[src/rtl/mmm_pkg.sv]
// mmm_pkg: shared types and constants for the branch resolution slice.
//   XLEN         datapath width
//   OFFSET       instruction-alignment bits dropped from stored targets
//   PQ_DEPTH_DEF default prediction queue depth
//   resolution_t resolved branch record sent to the BTB / predictor
//   pred_entry_t fetch-time prediction held in the queue
package mmm_pkg;

    localparam int XLEN         = 32;
    localparam int OFFSET       = 1;
    localparam int PQ_DEPTH_DEF = 4;

    typedef struct packed {
        logic [XLEN-1:0] pc;
        logic [XLEN-1:0] target;
        logic            taken;
        logic            mispredict;
    } resolution_t;

    typedef struct packed {
        logic [XLEN-1:0]        pc;
        logic                   taken;
        logic [XLEN-OFFSET-1:0] target;
    } pred_entry_t;

    // Fall-through PC of a 4-byte control-transfer instruction.
    function automatic logic [XLEN-1:0] next_seq_pc(input logic [XLEN-1:0] pc);
        return pc + XLEN'(4);
    endfunction

endpackage

[src/rtl/branch_resolver_if.sv]
// branch_resolver_if: decode, execute and BTB-update signals of the branch
// resolution unit.
//   master modport: the resolver (drives ready, update, redirect, error)
//   slave modport : the surrounding pipeline (drives predictions, outcomes, flush)
// With BRES_STATS_EN defined the interface also carries the two 32-bit
// statistics counters stat_branches_o and stat_mispred_o.
interface branch_resolver_if;
    import mmm_pkg::*;

    logic                   flush_i;
    logic                   pred_valid_i;
    logic                   pred_ready_o;
    logic [XLEN-1:0]        pred_pc_i;
    logic                   pred_taken_i;
    logic [XLEN-OFFSET-1:0] pred_target_i;
    logic                   exe_valid_i;
    logic [XLEN-1:0]        exe_pc_i;
    logic                   exe_taken_i;
    logic [XLEN-1:0]        exe_target_i;
    logic                   valid_o;
    logic                   del_entry_o;
    resolution_t            res_o;
    logic                   mispredict_o;
    logic [XLEN-1:0]        redirect_pc_o;
    logic                   err_o;
`ifdef BRES_STATS_EN
    logic [31:0]            stat_branches_o;
    logic [31:0]            stat_mispred_o;
`endif

    modport master (
        input  flush_i, pred_valid_i, pred_pc_i, pred_taken_i, pred_target_i,
        input  exe_valid_i, exe_pc_i, exe_taken_i, exe_target_i,
        output pred_ready_o, valid_o, del_entry_o, res_o, mispredict_o,
        output redirect_pc_o, err_o
`ifdef BRES_STATS_EN
        , output stat_branches_o, stat_mispred_o
`endif
    );

    modport slave (
        output flush_i, pred_valid_i, pred_pc_i, pred_taken_i, pred_target_i,
        output exe_valid_i, exe_pc_i, exe_taken_i, exe_target_i,
        input  pred_ready_o, valid_o, del_entry_o, res_o, mispredict_o,
        input  redirect_pc_o, err_o
`ifdef BRES_STATS_EN
        , input stat_branches_o, stat_mispred_o
`endif
    );

endinterface

[src/rtl/bres_fifo.sv]
// bres_fifo: synchronous FIFO with a synchronous clear.
//   clk, rst_n      clock, asynchronous active-low reset
//   clear           empties the FIFO; wins over push and pop in the same cycle
//   push, wr_data   write (ignored when full)
//   pop             discard head (ignored when empty)
//   rd_data         current head, valid while !empty
//   full, empty     status from the pointers
// Pointers carry one extra wrap bit so full and empty are told apart by the MSB.
module bres_fifo #(
    parameter int DEPTH = 4,
    parameter int WIDTH = 8
) (
    input  logic             clk,
    input  logic             rst_n,
    input  logic             clear,
    input  logic             push,
    input  logic [WIDTH-1:0] wr_data,
    input  logic             pop,
    output logic [WIDTH-1:0] rd_data,
    output logic             full,
    output logic             empty
);

    localparam int AW = $clog2(DEPTH);

    logic [WIDTH-1:0] mem [DEPTH];
    logic [AW:0]      wr_ptr;
    logic [AW:0]      rd_ptr;
    logic             do_push;
    logic             do_pop;

    assign empty   = (wr_ptr == rd_ptr);
    assign full    = (wr_ptr[AW] != rd_ptr[AW]) && (wr_ptr[AW-1:0] == rd_ptr[AW-1:0]);
    assign do_push = push && !full && !clear;
    assign do_pop  = pop && !empty && !clear;
    assign rd_data = mem[rd_ptr[AW-1:0]];

    always_ff @(posedge clk or negedge rst_n) begin
        if (!rst_n) begin
            wr_ptr <= '0;
            rd_ptr <= '0;
        end else if (clear) begin
            wr_ptr <= '0;
            rd_ptr <= '0;
        end else begin
            if (do_push) wr_ptr <= wr_ptr + (AW+1)'(1);
            if (do_pop)  rd_ptr <= rd_ptr + (AW+1)'(1);
        end
    end

    always_ff @(posedge clk) begin
        if (do_push) mem[wr_ptr[AW-1:0]] <= wr_data;
    end

endmodule

[src/rtl/branch_resolver.sv]
// branch_resolver: holds fetch-time predictions of in-flight branches in an
// in-order queue, compares the oldest against the execute outcome, and emits a
// registered BTB update, a one-cycle mispredict pulse and the redirect PC.
//   clk_i    clock
//   rst_n_i  asynchronous active-low reset
//   bus      branch_resolver_if.master: prediction enqueue, execute outcome,
//            flush, BTB update (valid_o/del_entry_o/res_o), mispredict_o,
//            redirect_pc_o, sticky err_o
// Optional feature: BRES_STATS_EN adds saturating resolution / mispredict
// counters (stat_branches_o, stat_mispred_o) cleared only by reset.
module branch_resolver
    import mmm_pkg::*;
#(
    parameter int PQ_DEPTH = PQ_DEPTH_DEF
) (
    input  logic               clk_i,
    input  logic               rst_n_i,
    branch_resolver_if.master  bus
);

    pred_entry_t     wr_entry;
    pred_entry_t     head;
    logic [$bits(pred_entry_t)-1:0] head_raw;
    logic            q_full;
    logic            q_empty;
    logic            q_push;
    logic            q_clear;
    logic            exe_fire;

    logic            pc_match;
    logic            eff_taken;
    logic            mispredict;
    logic            upd_valid;
    logic            upd_del;
    logic [XLEN-1:0] redirect_pc;

    logic            valid_q;
    logic            del_q;
    resolution_t     res_q;
    logic            mispredict_q;
    logic [XLEN-1:0] redirect_q;
    logic            err_q;

    assign wr_entry = '{pc: bus.pred_pc_i, taken: bus.pred_taken_i, target: bus.pred_target_i};
    assign head     = pred_entry_t'(head_raw);

    assign bus.pred_ready_o = !q_full;
    assign q_push   = bus.pred_valid_i && !q_full && !bus.flush_i;
    assign exe_fire = bus.exe_valid_i && !q_empty && !bus.flush_i;
    // Everything younger than a mispredicted branch is wrong-path, so the
    // queue is dropped together with the pop (and any same-cycle enqueue).
    assign q_clear  = bus.flush_i || (exe_fire && mispredict);

    bres_fifo #(
        .DEPTH (PQ_DEPTH),
        .WIDTH ($bits(pred_entry_t))
    ) u_fifo (
        .clk     (clk_i),
        .rst_n   (rst_n_i),
        .clear   (q_clear),
        .push    (q_push),
        .wr_data (wr_entry),
        .pop     (exe_fire),
        .rd_data (head_raw),
        .full    (q_full),
        .empty   (q_empty)
    );

    // A head that does not belong to the resolving PC carries no usable
    // prediction; resolve as if it had been predicted not-taken.
    always_comb begin
        pc_match    = (head.pc == bus.exe_pc_i);
        eff_taken   = pc_match && head.taken;
        mispredict  = (eff_taken != bus.exe_taken_i) ||
                      (bus.exe_taken_i && (head.target != bus.exe_target_i[XLEN-1:OFFSET]));
        upd_valid   = bus.exe_taken_i || eff_taken;
        upd_del     = !bus.exe_taken_i && eff_taken;
        redirect_pc = bus.exe_taken_i ? bus.exe_target_i : next_seq_pc(bus.exe_pc_i);
    end

    always_ff @(posedge clk_i or negedge rst_n_i) begin
        if (!rst_n_i) begin
            valid_q      <= 1'b0;
            del_q        <= 1'b0;
            res_q        <= '0;
            mispredict_q <= 1'b0;
            redirect_q   <= '0;
            err_q        <= 1'b0;
        end else if (bus.flush_i) begin
            valid_q      <= 1'b0;
            del_q        <= 1'b0;
            res_q        <= '0;
            mispredict_q <= 1'b0;
            redirect_q   <= '0;
            err_q        <= 1'b0;
        end else begin
            valid_q      <= 1'b0;
            del_q        <= 1'b0;
            mispredict_q <= 1'b0;
            if (bus.exe_valid_i) begin
                if (q_empty) begin
                    err_q <= 1'b1;
                end else begin
                    valid_q      <= upd_valid;
                    del_q        <= upd_del;
                    mispredict_q <= mispredict;
                    res_q        <= '{pc: bus.exe_pc_i, target: bus.exe_target_i,
                                      taken: bus.exe_taken_i, mispredict: mispredict};
                    redirect_q   <= redirect_pc;
                    if (!pc_match) err_q <= 1'b1;
                end
            end
        end
    end

    assign bus.valid_o       = valid_q;
    assign bus.del_entry_o   = del_q;
    assign bus.res_o         = res_q;
    assign bus.mispredict_o  = mispredict_q;
    assign bus.redirect_pc_o = redirect_q;
    assign bus.err_o         = err_q;

`ifdef BRES_STATS_EN
    logic [31:0] stat_branches_q;
    logic [31:0] stat_mispred_q;

    always_ff @(posedge clk_i or negedge rst_n_i) begin
        if (!rst_n_i) begin
            stat_branches_q <= '0;
            stat_mispred_q  <= '0;
        end else if (exe_fire) begin
            if (stat_branches_q != '1) stat_branches_q <= stat_branches_q + 32'd1;
            if (mispredict && (stat_mispred_q != '1)) stat_mispred_q <= stat_mispred_q + 32'd1;
        end
    end

    assign bus.stat_branches_o = stat_branches_q;
    assign bus.stat_mispred_o  = stat_mispred_q;
`endif

endmodule

[src/flat_wrapper.sv]
// flat-port wrapper written by rule: the top's interface ports become plain ports
module branch_resolver_flat import mmm_pkg::*;
#(
    parameter int PQ_DEPTH = PQ_DEPTH_DEF
)
  (clk_i, rst_n_i, bus_flush_i, bus_pred_valid_i, bus_pred_pc_i, bus_pred_taken_i, bus_pred_target_i, bus_exe_valid_i, bus_exe_pc_i, bus_exe_taken_i, bus_exe_target_i, bus_pred_ready_o, bus_valid_o, bus_del_entry_o, bus_res_o, bus_mispredict_o, bus_redirect_pc_o, bus_err_o);
  branch_resolver_if bus_i ();
  input  logic clk_i;
  input  logic rst_n_i;
  input wire logic [$bits(bus_i.flush_i)-1:0] bus_flush_i;
  input wire logic [$bits(bus_i.pred_valid_i)-1:0] bus_pred_valid_i;
  input wire logic [$bits(bus_i.pred_pc_i)-1:0] bus_pred_pc_i;
  input wire logic [$bits(bus_i.pred_taken_i)-1:0] bus_pred_taken_i;
  input wire logic [$bits(bus_i.pred_target_i)-1:0] bus_pred_target_i;
  input wire logic [$bits(bus_i.exe_valid_i)-1:0] bus_exe_valid_i;
  input wire logic [$bits(bus_i.exe_pc_i)-1:0] bus_exe_pc_i;
  input wire logic [$bits(bus_i.exe_taken_i)-1:0] bus_exe_taken_i;
  input wire logic [$bits(bus_i.exe_target_i)-1:0] bus_exe_target_i;
  output wire logic [$bits(bus_i.pred_ready_o)-1:0] bus_pred_ready_o;
  output wire logic [$bits(bus_i.valid_o)-1:0] bus_valid_o;
  output wire logic [$bits(bus_i.del_entry_o)-1:0] bus_del_entry_o;
  output wire logic [$bits(bus_i.res_o)-1:0] bus_res_o;
  output wire logic [$bits(bus_i.mispredict_o)-1:0] bus_mispredict_o;
  output wire logic [$bits(bus_i.redirect_pc_o)-1:0] bus_redirect_pc_o;
  output wire logic [$bits(bus_i.err_o)-1:0] bus_err_o;
  assign bus_i.flush_i = bus_flush_i;
  assign bus_i.pred_valid_i = bus_pred_valid_i;
  assign bus_i.pred_pc_i = bus_pred_pc_i;
  assign bus_i.pred_taken_i = bus_pred_taken_i;
  assign bus_i.pred_target_i = bus_pred_target_i;
  assign bus_i.exe_valid_i = bus_exe_valid_i;
  assign bus_i.exe_pc_i = bus_exe_pc_i;
  assign bus_i.exe_taken_i = bus_exe_taken_i;
  assign bus_i.exe_target_i = bus_exe_target_i;
  assign bus_pred_ready_o = bus_i.pred_ready_o;
  assign bus_valid_o = bus_i.valid_o;
  assign bus_del_entry_o = bus_i.del_entry_o;
  assign bus_res_o = bus_i.res_o;
  assign bus_mispredict_o = bus_i.mispredict_o;
  assign bus_redirect_pc_o = bus_i.redirect_pc_o;
  assign bus_err_o = bus_i.err_o;
  branch_resolver #(.PQ_DEPTH(PQ_DEPTH)) u_core (.clk_i(clk_i), .rst_n_i(rst_n_i), .bus(bus_i));
endmodule
[config.mk]
export PLATFORM = sky130hd
export DESIGN_NAME = branch_resolver_flat
export DESIGN_NICKNAME = d
export VERILOG_FILES = /design/src/rtl/mmm_pkg.sv /design/src/rtl/branch_resolver_if.sv /design/src/rtl/bres_fifo.sv /design/src/rtl/branch_resolver.sv /design/src/flat_wrapper.sv
export SDC_FILE = /design/constraint.sdc
export NUM_CORES = 1
export LEC_CHECK = 0
export CORE_MARGIN = 4
export CORE_UTILIZATION = 57
export DETAILED_ROUTE_END_ITERATION = 6
export PLACE_DENSITY = 0.84
export SLEW_MARGIN = 20
export SYNTH_ARGS = -nofsm -noshare
export SYNTH_HDL_FRONTEND = slang
export SYNTH_SLANG_ARGS = --single-unit
[constraint.sdc]
create_clock -name clk_i -period 7.78 [get_ports clk_i]
set_input_delay 0.778 -clock clk_i [delete_from_list [all_inputs] [get_ports clk_i]]
set_output_delay 0.778 -clock clk_i [all_outputs]
set_load 0.05 [all_outputs]
==> PnR_summary.wiki <==
{| class="wikitable"
! Metric !! Value
|-
| PortBufs || roughly 240
|-
| Clock sink count || 364
|-
| Cell Pwr Density || 245 mW/mm2
|-
| Synthesized Nets || between 1000 and 1500
|-
| Peak per-stage delay on the critical path || 1.00 ns
|-
| Leading cell type in the layout, fill and taps excluded || edfxtp_1
|-
| Met2 wirelength from detailed routing || ~19000 um
|-
| Total negative slack || 0 ns
|-
| Pin count of the biggest net entering global routing || 79
|-
| Max IR drop VDD || 207 uV
|-
| Final setup viols || 0
|-
| Data arrival time at the worst-slack endpoint || 5.69 ns
|-
| Cell Count Post-Placement || 1400
|-
| Class of the most critical setup path || flip-flop to flip-flop
|-
| H-Tree Depth || 2
|-
| Worst Max-Slew Pin Slew || 1.02 ns
|-
| Final wirelength || a little under 40000 um
|-
| TritonCTS clock tree || built
|-
| Clock latency at the later pin of the worst-skew pair || 0.52 ns
|-
| Static leakage || 0.00658 uW
|-
| Share of layout cells above drive strength 1 || 0.127
|-
| Max Cap Violations || 0
|-
| Count of different cell masters after synthesis || 38
|-
| Max Freq || 181 MHz
|-
| Number of global-route vias before repair || about 9400
|-
| Vertical die dimension || between 150 and 200 um
|-
| Clock skew after layout || ~0.012 ns
|-
| Via count || 9263
|-
| Number of optimization iterations in the first detailed-route pass || 5
|-
| Cell-by-cell listing of the critical path || buf_4 > mux4_2 > xnor2_1 > nand4_1 > nor4_1 > nand4_1 > a211o_1 > ha_1 > a221oi_2 > and3_2 > buf_4
|-
| Wl on met1 || about 15000 um
|-
| Fraction of registers with async set or reset after synthesis || 0.297
|-
| Endpoint type of the worst setup path || flip-flop
|-
| Drc violations || 0
|-
| Global-route wire length before repair || 59100 um
|-
| Number of synthesized register bits || 364
|-
| Standard-cell row count || between 50 and 60
|-
| Required time of the critical path || 7.95 ns
|-
| Congestion Overflow GR || 0
|-
| Dominant register cell in the synthesized netlist || edfxtp_1
|-
| Post-layout min period || 5.52 ns
|-
| Synth Area per Inst || 16.9 um2
|-
| GP Congestion || between 0.8 and 0.9
|-
| Final routed wire length divided by cell count || around 27 um
|-
| Effective utilization at floorplan || 0.582
|-
| Highest metal layer with signal wires || met5
|-
| Setup repair after global routing missed its margin || false
|-
| Number of ports placed on the die boundary || roughly 240
|-
| Max-slew violation total from the final report || 0
|-
| Synthesis-to-finish area growth || 26.4%
|-
| Die area || 0.0285 mm2
|-
| Total buffers and inverters traversed by the critical path || 2
|-
| Hold buffer count at CTS || 0
|-
| CTS clock-pin slew for the worst setup and hold paths || 0.06 ns
|-
| Global-route total usage across every layer || 0.278
|-
| Root cell of the clock tree || clkbuf_16
|-
| Post_cts resized || 0
|-
| Synth warn || 0
|-
| Nets || 1251
|-
| Total half-perimeter wirelength after legalization and detailed placement || around 26000 um
|-
| Setup crit start kind || flip-flop
|-
| Number of standard cells in the layout, taps in and fillers out || 1470
|-
| Commonest non-fill, non-tap cells in the layout || edfxtp_1, clkdlybuf4s50_1, dfrtp_1
|-
| Floorplan core area || 0.0253 mm2
|-
| Path category of the worst min-delay check || primary input to asynchronous set/reset pin
|-
| Post-CTS Repair Setup Buffers || 0
|-
| CP top delay family || simple AND/OR/NAND/NOR gates
|-
| Die Width || 169 um
|-
| Hold Violations, Final || 0
|-
| WL met3 || 3760 um
|-
| Final hold slack || between 0.2 and 0.25 ns
|-
| Crit path max-delay cell type || dfrtp_2
|-
| Critical-path maximum fanout || 36
|-
| Number of nets with antenna violations after routing || 0
|-
| Synthesized netlist cell count || between 800 and 900
|-
| Number of enable flip-flop cells after synthesis || between 200 and 300
|-
| Area of the mapped netlist || roughly 0.015 mm2
|-
| Period utilization || 0.710
|-
| Result of the run || finished, final reports clean
|-
| Fill cell instance count of the final layout || roughly 1500
|-
| Headroom to the max-slew limit || 0.318
|-
| Vias per std cell || 6.30
|-
| Buffer levels on the longest clock path || 3
|-
| Sequential fraction of the synthesis area || 0.705
|-
| Number of CTS-inserted buffers || 37
|-
| Initial antenna violation count || 4
|-
| Number of violations reported at the end of detailed-routing iteration 0 || 1063
|}
==> cell type report <==
class,instances,area (um2),share of cell area
antenna,2,5.00,0.000269
tap,330,413,0.0222
multi-input combinational,449,4130,0.221
clock buffer,61,1130,0.0609
clock inverter,7,70.1,0.00376
sequential,364,10400,0.558
inverter,7,26.3,0.00141
timing repair buffer,250,2460,0.132
==> where the power goes <==
| part | total [uW] | internal [uW] | switching, uW | leakage, uW |
|---|---|---|---|---|
| Sequential | 2210 | 2170 | 43.9 | 0.00380 |
| Combinational | 612 | 235 | 377 | 0.00219 |
| Clock | 1740 | 1040 | 706 | 0.000591 |
| Total | 4570 | 3440 | 1130 | 0.00658 |
==> worst reg2reg max path, stage by stage (launching register included) <==
cell	delay, ns
dfrtp_2	1.00
buf_4	0.44
mux4_2	0.38
xnor2_1	0.19
nand4_1	0.16
nor4_1	0.28
nand4_1	0.23
a211o_1	0.32
ha_1	0.34
a221oi_2	0.44
and3_2	0.84
buf_4	0.53
==> cells by family (layout without fill, tap and decap cells) <==
kind of cell | after synthesis | count (layout) | share of synthesized area
flip-flops | 364 | 364 | 0.705
AO/OA/AOI/OAI | 138 | 138 | 0.0682
AND/OR/NAND/NOR | 140 | 140 | 0.0470
multiplexers | 68 | 68 | 0.0997
buffers and inverters | 58 | 325 | 0.0169
XOR/XNOR | 95 | 95 | 0.0564
other | 0 | 2 | 0
adder cells (fa/ha/maj) | 8 | 8 | 0.00679
==> worst paths after layout <==
path	from	to	slack, ns	cells after the start
max	u_core.u_fifo.rd_ptr[1]	u_core.u_fifo.mem[1][38]	2.26	11
min	rst_n_i	u_core.bus.res_o[7]	0.22	1
max reg2reg	u_core.u_fifo.rd_ptr[1]	u_core.u_fifo.mem[1][38]	2.26	11
min reg2reg	u_core.bus.res_o[64]	u_core.bus.res_o[64]	0.48	2
max in group asynchronous	rst_n_i	u_core.u_fifo.rd_ptr[0]	6.09	2
min in group clk_i	u_core.bus.res_o[64]	u_core.bus.res_o[64]	0.48	2
==> synthesized netlist by cell type, types with 2 or more instances <==
master / n / area share
edfxtp_1: 256 / 0.52
dfrtp_1: 108 / 0.18
a22o_1: 78 / 0.046
xnor2_1: 76 / 0.045
mux4_2: 63 / 0.096
nand2_1: 47 / 0.012
o21ai_0: 37 / 0.013
clkbuf_1: 35 / 0.0089
nor2_1: 27 / 0.0069
nand4_1: 19 / 0.0081
xor2_1: 19 / 0.011
a21oi_1: 18 / 0.0061
and3_1: 12 / 0.0051
nand3_1: 11 / 0.0037
ha_1: 8 / 0.0068
buf_1: 7 / 0.0018
inv_1: 7 / 0.0018
nor4_1: 5 / 0.0021
and2_1: 4 / 0.0017
buf_2: 4 / 0.0014
mux2i_1: 4 / 0.0027
nor3_1: 4 / 0.0014
buf_4: 3 / 0.0015
and4_1: 2 / 0.0012
buf_6: 2 / 0.0015
nor2b_1: 2 / 0.00085
nor4_2: 2 / 0.0017
==> sequential cells by signal (all words and copies together), names as in the netlist <==
register	flops
u_core.u_fifo.wr_ptr	3
u_core.u_fifo.rd_ptr	3
u_core.bus.res_o	66
u_core.bus.del_entry_o	1
u_core.u_fifo.mem	256
u_core.bus.mispredict_o	1
u_core.bus.err_o	1
u_core.bus.redirect_pc_o	32
u_core.bus.valid_o	1
==> per-stage QoR <==
step                      instance area, um2  power (uW)  utilization  setup slack (ns)
after floorplan                        14700        2580            -              2.69
after global placement                 17400        2840        0.688              2.44
after detailed placement               17400        2850        0.688              2.40
after CTS                              18600        4580        0.735              2.25
after global routing                   18600        4700        0.736              2.09
final                                  18600        4570        0.736              2.26
==> per-layer routing <==
metal	GRT usage	vias up
li1	-	3856
met1	0.393	4706
met2	0.449	618
met3	0.0474	81
met4	0.0928	2
met5	0	-
(Power assumes the default switching activity.)
